==> src/rtl/div_unit.sv <==
// Radix-2 restoring divider for RV64M DIV/DIVU/REM/REMU; W variants under `DIV_WORD_OPS_EN`.
// Latency N+1 cycles (N = DATA_WIDTH or 32), special cases 1; no backpressure, start ignored while busy.
module div_unit #(
  parameter int DATA_WIDTH = 64
) (
  input  logic                  i_clk,
  input  logic                  i_rst,
  input  logic                  i_start,
  input  logic [1:0]            i_op,
  input  logic                  i_word,
  input  logic [DATA_WIDTH-1:0] i_dividend,
  input  logic [DATA_WIDTH-1:0] i_divisor,
  output logic                  o_busy,
  output logic                  o_valid,
  output logic [DATA_WIDTH-1:0] o_result
);

  localparam int W  = DATA_WIDTH;
  localparam int CW = $clog2(W + 1);

  typedef enum logic [1:0] {IDLE, CALC, DONE} state_t;

  state_t          state_q, state_d;
  logic [CW-1:0]   cnt_q, cnt_d;
  logic [W-1:0]    rem_q, rem_d;
  logic [W-1:0]    quo_q, quo_d;
  logic [W-1:0]    dsr_q, dsr_d;
  logic [1:0]      op_q, op_d;
  logic            qneg_q, qneg_d;
  logic            rneg_q, rneg_d;
  logic [W-1:0]    result_q, result_d;
`ifdef DIV_WORD_OPS_EN
  logic            word_q, word_d;
`else
  logic            unused_word;
  assign unused_word = i_word;
`endif

  logic            signed_op, dvd_neg, dsr_neg, is_div0, is_ovf, res_neg;
  logic [W-1:0]    dvd_ext, dsr_ext, dvd_mag, dsr_mag, min_val, quo_init, spec_res;
  logic [CW-1:0]   n_iter;
  logic [W:0]      rem_shift, trial;
  logic [W-1:0]    rem_step, quo_step, sel_res, fin_res;

  // Operand preparation for the request presented this cycle.
  always_comb begin
    signed_op = ~i_op[0];
    dvd_ext   = i_dividend;
    dsr_ext   = i_divisor;
    min_val   = {1'b1, {(W-1){1'b0}}};
    n_iter    = CW'(W);
`ifdef DIV_WORD_OPS_EN
    if (i_word) begin
      dvd_ext = {{(W-32){signed_op & i_dividend[31]}}, i_dividend[31:0]};
      dsr_ext = {{(W-32){signed_op & i_divisor[31]}}, i_divisor[31:0]};
      min_val = {{(W-31){1'b1}}, 31'b0};
      n_iter  = CW'(32);
    end
`endif
    dvd_neg  = signed_op & dvd_ext[W-1];
    dsr_neg  = signed_op & dsr_ext[W-1];
    dvd_mag  = dvd_neg ? -dvd_ext : dvd_ext;
    dsr_mag  = dsr_neg ? -dsr_ext : dsr_ext;
    quo_init = dvd_mag;
    is_div0  = (dsr_ext == '0);
    is_ovf   = signed_op & (dvd_ext == min_val) & (dsr_ext == '1);
    if (is_div0) spec_res = i_op[1] ? dvd_ext : '1;
    else         spec_res = i_op[1] ? '0 : dvd_ext;
`ifdef DIV_WORD_OPS_EN
    // Word ops run on the top 32 bits so the dividend MSB shifts out first.
    if (i_word) begin
      quo_init = {dvd_mag[31:0], {(W-32){1'b0}}};
      spec_res = {{(W-32){spec_res[31]}}, spec_res[31:0]};
    end
`endif
  end

  // One restoring step plus the final sign fix-up applied on the last step.
  always_comb begin
    rem_shift = {rem_q, quo_q[W-1]};
    trial     = rem_shift - {1'b0, dsr_q};
    rem_step  = trial[W] ? rem_shift[W-1:0] : trial[W-1:0];
    quo_step  = {quo_q[W-2:0], ~trial[W]};
    sel_res   = op_q[1] ? rem_step : quo_step;
    res_neg   = ~op_q[0] & (op_q[1] ? rneg_q : qneg_q);
    fin_res   = res_neg ? -sel_res : sel_res;
`ifdef DIV_WORD_OPS_EN
    if (word_q) fin_res = {{(W-32){fin_res[31]}}, fin_res[31:0]};
`endif
  end

  always_comb begin
    state_d  = state_q;
    cnt_d    = cnt_q;
    rem_d    = rem_q;
    quo_d    = quo_q;
    dsr_d    = dsr_q;
    op_d     = op_q;
    qneg_d   = qneg_q;
    rneg_d   = rneg_q;
    result_d = result_q;
`ifdef DIV_WORD_OPS_EN
    word_d   = word_q;
`endif
    case (state_q)
      IDLE: begin
        if (i_start) begin
          op_d   = i_op;
          qneg_d = dvd_neg ^ dsr_neg;
          rneg_d = dvd_neg;
          dsr_d  = dsr_mag;
          rem_d  = '0;
          quo_d  = quo_init;
          cnt_d  = n_iter;
`ifdef DIV_WORD_OPS_EN
          word_d = i_word;
`endif
          if (is_div0 || is_ovf) begin
            result_d = spec_res;
            state_d  = DONE;
          end else begin
            state_d  = CALC;
          end
        end
      end
      CALC: begin
        rem_d = rem_step;
        quo_d = quo_step;
        cnt_d = cnt_q - CW'(1);
        if (cnt_q == CW'(1)) begin
          result_d = fin_res;
          state_d  = DONE;
        end
      end
      DONE:    state_d = IDLE;
      default: state_d = IDLE;
    endcase
  end

  always_ff @(posedge i_clk) begin
    if (i_rst) begin
      state_q  <= IDLE;
      cnt_q    <= '0;
      rem_q    <= '0;
      quo_q    <= '0;
      dsr_q    <= '0;
      op_q     <= '0;
      qneg_q   <= 1'b0;
      rneg_q   <= 1'b0;
      result_q <= '0;
`ifdef DIV_WORD_OPS_EN
      word_q   <= 1'b0;
`endif
    end else begin
      state_q  <= state_d;
      cnt_q    <= cnt_d;
      rem_q    <= rem_d;
      quo_q    <= quo_d;
      dsr_q    <= dsr_d;
      op_q     <= op_d;
      qneg_q   <= qneg_d;
      rneg_q   <= rneg_d;
      result_q <= result_d;
`ifdef DIV_WORD_OPS_EN
      word_q   <= word_d;
`endif
    end
  end

  assign o_busy   = (state_q != IDLE);
  assign o_valid  = (state_q == DONE);
  assign o_result = result_q;

endmodule

==> config.mk <==
export PLATFORM = sky130hd
export DESIGN_NAME = div_unit
export DESIGN_NICKNAME = d
export VERILOG_FILES = /design/src/rtl/div_unit.sv
export SDC_FILE = /design/constraint.sdc
export NUM_CORES = 1
export LEC_CHECK = 0
export ABC_AREA = 1
export CORE_MARGIN = 1.5
export CORE_UTILIZATION = 35
export CTS_BUF_LIST = sky130_fd_sc_hd__clkbuf_8
export CTS_CLUSTER_DIAMETER = 40
export DETAILED_ROUTE_END_ITERATION = 7
export MAX_ROUTING_LAYER = met4
export PLACE_DENSITY_LB_ADDON = 0.12
export SLEW_MARGIN = 20
export SYNTH_ARGS = -nofsm -noshare
export SYNTH_HDL_FRONTEND = slang
export SYNTH_SLANG_ARGS = --single-unit
export TNS_END_PERCENT = 100
==> constraint.sdc <==
create_clock -name i_clk -period 8 [get_ports i_clk]
set_input_delay 1.2 -clock i_clk [delete_from_list [all_inputs] [get_ports i_clk]]
set_output_delay 1.2 -clock i_clk [all_outputs]
set_load 0.05 [all_outputs]
==> results by group, run 1 <==
Pwr
  • Pwr/cell area: 236 mW/mm^2
  • Switching pwr: 0.00335 W
  • Sequential share of power: 23.5%
  • Clock Power Share: 27.7%
  • Sw Share: 48.2%
  • Combinational Power Share: 48.8%
  • Leak Pwr: 13.9 nW
  • Internal: 0.00360 W
  • Maximum VDD drop: 0.168 mV

Worst setup path
  • CP Max Fanout: 23
  • Worst setup EP type: flip-flop
  • Worst Path Arrival: 6.10 ns
  • CP max stage delay: 0.64 ns
  • CP startpoint kind: primary input
  • Worst r2r src: quo_q[63]
  • Setup CP Type: in2reg
  • R2R cell count: 28
  • Sequence of cells on the critical path: clkdlybuf4s50_1 > inv_1 > ha_1 > inv_1 > nor3_2 > nand2_1 > nor3_2 > nand3_1 > nor3_2 > nand3_1 > nor4_1 > nand4_1 > nand4_1 > inv_1 > nor3_4 > clkinv_1 > buf_4 > a31oi_1 > a21oi_1
  • WP data required: 8.52 ns
  • CP max stage cell: nor4_1
  • R2r setup slk: 2.66 ns
  • Worst r2r dst: o_result[20]

Route
  • Detail Route Antenna Nets: 0
  • Routed length per instance: 20.9 microns
  • Iteration count of the initial detailed-routing pass: 6
  • Via density: 5.33
  • Final wirelength: 117 mm
  • Via count: 29740
  • Drc violations: 0
  • Drt first-iter violations: 3058

CTS
  • Post-cts sizing count: 0
  • Worst-path clk slew: 0.05 ns
  • Post-CTS Setup Bufs: 0
  • Clock Tree Buf Depth: 3
  • Clock Latency Late Sink: 0.68 ns
  • # H-tree levels: 3
  • Number of clock sinks: 269
  • CTS tree: built
  • Clk root buf: clkbuf_8
  • Number of hold buffers added after CTS: 0
  • CTS buffer count: 66

Floorplan
  • Die height: 272 microns
  • # IOs: 200
  • Horiz. Die Dim: 272 microns
  • Core area: 0.0716 sq mm
  • Die area: 0.0741 sq mm
  • Initial core utilization: 35.4%
  • Core Rows: 98

Timing
  • Skew final: 0.0468 ns
  • Worst slew pin tran: 1.01 ns
  • RSZ-0062 raised after global routing: no
  • Max Fclk: 179 MHz
  • Final setup vio count: 0
  • Headroom to the max-slew limit: 32.5%
  • Final Max Tran Viols: 0
  • Setup TNS: 0 ns
  • Final Hold Vio Count: 0
  • Post-route clock period utilization: 69.7%
  • Fin crit period: 5.58 ns

Logic synthesis
  • Mapped Avg Cell Area: 5.67 sq um
  • Number of flops mapped to enable cells by yosys: 0
  • Post-synth ARST share: 0%
  • YS warnings: 0
  • Synthesized Nets: 4679
  • Cell variety after synth: 64
  • Synthesized cell area: 0.0254 sq mm
  • Post-synthesis sequential area ratio: 21.2%
  • Prevailing post-synth register cell: dfxtp_1
  • Cells after synthesis: 4474
  • Synth Register Bits: 269

Placed design
  • DP HPWL: 92.4 mm
  • Final GP Congestion: 1.02
  • Area post-placement: 0.0279 sq mm
  • Number of port buffers: 198

Global routing
  • Global route overflow: 0
  • Largest net degree at the start of global routing: 149
  • Initial antenna violation count: 6
  • GRT Resource Usage Total: 31.7%
  • First-pass GRT wire length: 172 mm
  • Vias in the first global route: 26876

Run
  • Number of max-cap violations: 0

Hold path
  • Hold Crit Depth: 2
  • Hold Path Class: reg2reg
  • Worst Hold Path EP: quo_q[57]
  • Hold Startpoint: quo_q[57]

Status
  • Status: finished clean

Final layout
  • Commonest non-fill, non-tap cell in the layout: nand2_1
  • Share of layout cells above drive strength 1: 6.87%
  • Layout area overhead: 16.0%
  • Most frequent cells in the layout: nand2_1, inv_1, nor2_1
  • Nets: 4784
  • Finished Cell Area: 0.0294 sq mm
==> logic make-up after synthesis <==
kind of cell	after synthesis	share of synthesized area, %
buffers and inverters	805	12.6
DFF	269	21.2
and+or+nand+nor	2434	41.5
xor gates and xnor gates	91	3.14
adders and majority gates	71	3.53
AOI/OAI and AO/OA	804	18.0
==> cell type report <==
cell class,instances,area (sq um)
antenna,4,10.0
fill,8182,42200
timing repair buffer,224,2180
clock buffer,77,1060
sequential,269,5390
multi-input combinational,3400,16800
clock inverter,42,435
inverter,618,2320
tap,950,1190
==> worst max-delay path: cells and delay by family <==
family / cells / cell delay, ns
AND/OR/NAND/NOR: 10 / 2.62
buffers and inverters: 6 / 1.82
AO/OA/AOI/OAI: 2 / 0.27
adder cells (fa/ha/maj): 1 / 0.16
==> flip-flops by register name (all words and copies together), names as in the netlist <==
name,cells
dsr_q,64
o_result,64
quo_q,64
rem_q,64
cnt_q,7
op_q,2
state_q,2
qneg_q,1
rneg_q,1
==> how the worst max path moves through the flow <==
| stage | end | slack, ns | from | cells after the start |
|---|---|---|---|---|
| 2_1_floorplan | o_result[43] | 4.22 | i_divisor[0] | 18 |
| 3_3_place_gp | o_result[62] | 1.78 | i_divisor[0] | 19 |
| 3_5_place_dp | o_result[60] | 1.74 | i_divisor[0] | 19 |
| 4_1_cts | o_result[60] | 2.44 | i_divisor[0] | 19 |
| 5_1_grt | o_result[53] | 2.22 | i_divisor[0] | 19 |
| 6_report | o_result[60] | 2.42 | i_divisor[0] | 19 |
==> Yosys cell counts, types with 24 or more instances <==
cell type  count  area share, %
nor4_1        30           0.74
o22ai_1       27           0.67
nand2_2       45            1.1
nor2_2        33           0.81
nand2_1     1392             21
nand4_1       62            1.5
a31oi_1       88            2.2
nor2_1       391            5.8
inv_1        602            8.9
or2_2         37           0.91
nor3_1        44           0.87
ha_1          70            3.5
xor2_1        67            2.3
nand3_1      334            6.6
xnor2_1       24           0.83
clkbuf_1     133            2.0
o21ai_0      272            5.4
a21oi_1      281            5.5
o211ai_1      36            1.1
dfxtp_1      269             21
==> power by group through the flow <==
| stage | Combinational [W] | Sequential [W] | Clock [W] |
|---|---|---|---|
| after CTS | 0.00334 | 0.00163 | 0.00196 |
| after detailed placement | 0.00332 | 0.00165 | 0 |
| final | 0.00339 | 0.00163 | 0.00192 |
| after floorplan | 0.00216 | 0.00175 | 0 |
| after global routing | 0.00372 | 0.00164 | 0.00203 |
| after global placement | 0.00332 | 0.00165 | 0 |
==> stage by stage <==
stage | setup slack [ns] | power, W | utilization [%] | hold slack [ns] | cells
global placement | 1.78 | 0.00498 | 39.0 | 0.458 | 5461
detailed placement | 1.74 | 0.00498 | 39.0 | 0.459 | 5461
floorplan | 4.22 | 0.00391 | - | 0.445 | 4474
CTS | 2.44 | 0.00693 | 41.0 | 0.467 | 5580
finish | 2.42 | 0.00695 | 41.1 | 0.465 | 5584
global route | 2.22 | 0.00739 | 41.1 | 0.502 | 5582
==> layer usage <==
metal	track usage, %	vias up	share of wire (%)
met5	-	-	0
met4	9.18	0	2.8
met3	4.04	136	6.9
met2	47.9	1080	44
met1	44.1	13793	46
li1	-	14731	-
No activity file was read; power rests on OpenSTA's default activity.
==> run 2: changes to the inputs <==
- clock period: 8 -> 5.68 ns (I/O delays scaled with it)
==> results by group, run 2 (same netlist as run 1, synthesis figures left out) <==
Worst setup path
  • Worst setup EP type: flip-flop (unchanged)
  • Worst r2r dst: o_result[34] (was o_result[20])
  • Worst setup endpoint: o_result[34] (was o_result[60])
  • CP Max Fanout: 62 (was 23)
  • R2R cell count: 26 (was 28)
  • WP data required: 6.27 ns (was 8.52 ns)
  • CP max stage delay: 0.43 ns (was 0.64 ns)
  • R2r setup slk: 0.59 ns (was 2.66 ns)
  • Cell family with most CP delay: simple AND/OR/NAND/NOR gates (unchanged)
  • Worst r2r src: quo_q[63] (unchanged)
  • Critical path depth in cells: 26 (was 19)
  • CP most frequent cell: nand2_1
  • Worst Path Arrival: 5.68 ns (was 6.10 ns)
  • Worst Path Buf+Inv: 2 (was 6)
  • CP startpoint kind: flip-flop (was primary input)
  • Setup CP Type: reg2reg (was in2reg)
  • Setup crit start: quo_q[63] (was i_divisor[0])
  • CP max stage cell: fa_1 (was nor4_1)

Global routing
  • First-pass GRT wire length: 176 mm (was 172 mm)
  • GRT Resource Usage Total: 32.5% (was 31.7%)
  • Largest net degree at the start of global routing: 95 (was 149)
  • Global route overflow: 0 (unchanged)
  • Vias in the first global route: 27389 (was 26876)
  • Initial antenna violation count: 2 (was 6)

Route
  • Via count: 29619 (was 29740)
  • Routed length per instance: 21.4 microns (was 20.9 microns)
  • Iteration count of the initial detailed-routing pass: 6 (unchanged)
  • Detail Route Antenna Nets: 0 (unchanged)
  • Drc violations: 0 (unchanged)
  • Final wirelength: 119 mm (was 117 mm)
  • Via density: 5.29 (was 5.33)
  • Drt first-iter violations: 2785 (was 3058)

CTS
  • Number of clock sinks: 269 (unchanged)
  • Post-cts sizing count: 0 (unchanged)
  • Clk root buf: clkbuf_8 (unchanged)
  • Clock Tree Buf Depth: 3 (unchanged)
  • Post-CTS Setup Bufs: 0 (unchanged)
  • CTS tree: built (unchanged)
  • Clock Latency Late Sink: 0.69 ns (was 0.68 ns)
  • CTS buffer count: 69 (was 66)
  • Worst-path clk slew: 0.05 ns (about the same)
  • # H-tree levels: 3 (unchanged)
  • Number of hold buffers added after CTS: 0 (unchanged)

Timing
  • Final setup vio count: 0 (unchanged)
  • Final Max Tran Viols: 0 (unchanged)
  • Skew final: 0.0570 ns (was 0.0468 ns)
  • Final Hold Vio Count: 0 (unchanged)
  • Post-route clock period utilization: 89.5%
  • Fin crit period: 5.09 ns
  • RSZ-0062 raised after global routing: no (unchanged)
  • Setup TNS: 0 ns (unchanged)
  • Headroom to the max-slew limit: 28.5% (was 32.5%)
  • Max Fclk: 197 MHz
  • Worst hold slack: 0.467 ns (was 0.465 ns)
  • Worst slew pin tran: 1.07 ns (was 1.01 ns)
  • Setup WS post-layout: 0.595 ns (was 2.42 ns)

Floorplan
  • # IOs: 200 (unchanged)
  • Core Rows: 98 (unchanged)
  • Core area: 0.0716 sq mm (unchanged)
  • Die area: 0.0741 sq mm (unchanged)
  • Horiz. Die Dim: 272 microns (unchanged)
  • Die height: 272 microns (unchanged)
  • Initial core utilization: 35.4% (unchanged)

Final layout
  • Nets: 4800 (was 4784)
  • Reg area: 0.00539 sq mm (unchanged)
  • Footprint of the multi-input gates: 0.0168 sq mm (unchanged)
  • Most frequent cells in the layout: nand2_1, inv_1, nor2_1 (unchanged)
  • Fillers: 8153 (was 8182)
  • Fin cells: 5596 (was 5584)
  • Commonest non-fill, non-tap cell in the layout: nand2_1 (unchanged)
  • Layout area overhead: 16.4% (was 16.0%)
  • Share of layout cells above drive strength 1: 7.06% (was 6.87%)

Placed design
  • Placed Cells: 5474 (was 5461)
  • Final GP Congestion: 0.982 (was 1.02)
  • Pre-CTS setup slack: 0.553 ns (was 1.74 ns)
  • DP HPWL: 94.6 mm (was 92.4 mm)
  • Number of port buffers: 198 (unchanged)

Pwr
  • Maximum VDD drop: 0.199 mV (was 0.168 mV)
  • Power, Total: 0.00982 W (was 0.00695 W)
  • Leak Pwr: 13.9 nW (about the same)
  • Pwr/cell area: 333 mW/mm^2 (was 236 mW/mm^2)

Hold path
  • Hold Path Class: reg2reg (unchanged)

Run
  • Number of max-cap violations: 0 (unchanged)

Status
  • Status: finished clean (unchanged)
run 2: worst min path at each step:
stage / from / to / slack (ns) / cells past startpoint
2_1_floorplan: quo_q[57] / quo_q[57] / 0.45 / 2
3_3_place_gp: quo_q[57] / quo_q[57] / 0.46 / 2
3_5_place_dp: quo_q[57] / quo_q[57] / 0.46 / 2
4_1_cts: quo_q[57] / quo_q[57] / 0.47 / 2
5_1_grt: quo_q[58] / quo_q[58] / 0.49 / 2
6_report: quo_q[57] / quo_q[57] / 0.47 / 2
run 2: worst reg2reg max path, cell delays in order, from the launching register on:
cell,delay [ns]
dfxtp_1,0.42
inv_1,0.07
ha_1,0.23
fa_1,0.43
inv_1,0.14
nand2_1,0.06
nand2_1,0.06
nand3_1,0.08
nand2_2,0.15
nand2_1,0.08
nand2_2,0.11
nand2_1,0.08
nand2_2,0.09
nand2_4,0.09
nand3_4,0.25
nand2_8,0.37
nand2_1,0.23
nand3_1,0.20
nand2_1,0.22
nand2_1,0.11
nor2_1,0.33
and2_1,0.28
or2_0,0.40
nand2_1,0.11
nand3_1,0.08
nand3_1,0.12
a21oi_1,0.18
run 2: metrics by stage:
| step | area [sq um] | util [%] |
|---|---|---|
| floorplan | 25400 | - |
| global placement | 28000 | 39.1 |
| detailed placement | 28000 | 39.1 |
| CTS | 29500 | 41.2 |
| global route | 29500 | 41.2 |
| finish | 29500 | 41.2 |
run 2: power by group:
| group | internal, W | switching (W) | total (W) |
|---|---|---|---|
| Combinational | 0.00136 | 0.00348 | 0.00483 |
| Clock | 0.00157 | 0.00112 | 0.00269 |
| Sequential | 0.00211 | 0.000194 | 0.00230 |
| Total | 0.00503 | 0.00479 | 0.00982 |
run 2: cell type report:
type,count,area share (%)
Antenna cell,3,0.0254
Timing Repair Buffer,237,7.81
Clock inverter,39,1.30
Tap cell,950,4.03
Inverter,618,7.87
Multi-Input combinational cell,3400,57.0
Sequential cell,269,18.3
Clock buffer,80,3.73
run 2: routing by layer:
metal	vias to the layer above	wire, microns	GRT usage (%)
li1	14748	-	-
met1	13777	56600	44.8
met2	938	52700	49.4
met3	156	6760	4.09
met4	0	3460	9.18
met5	-	0	-
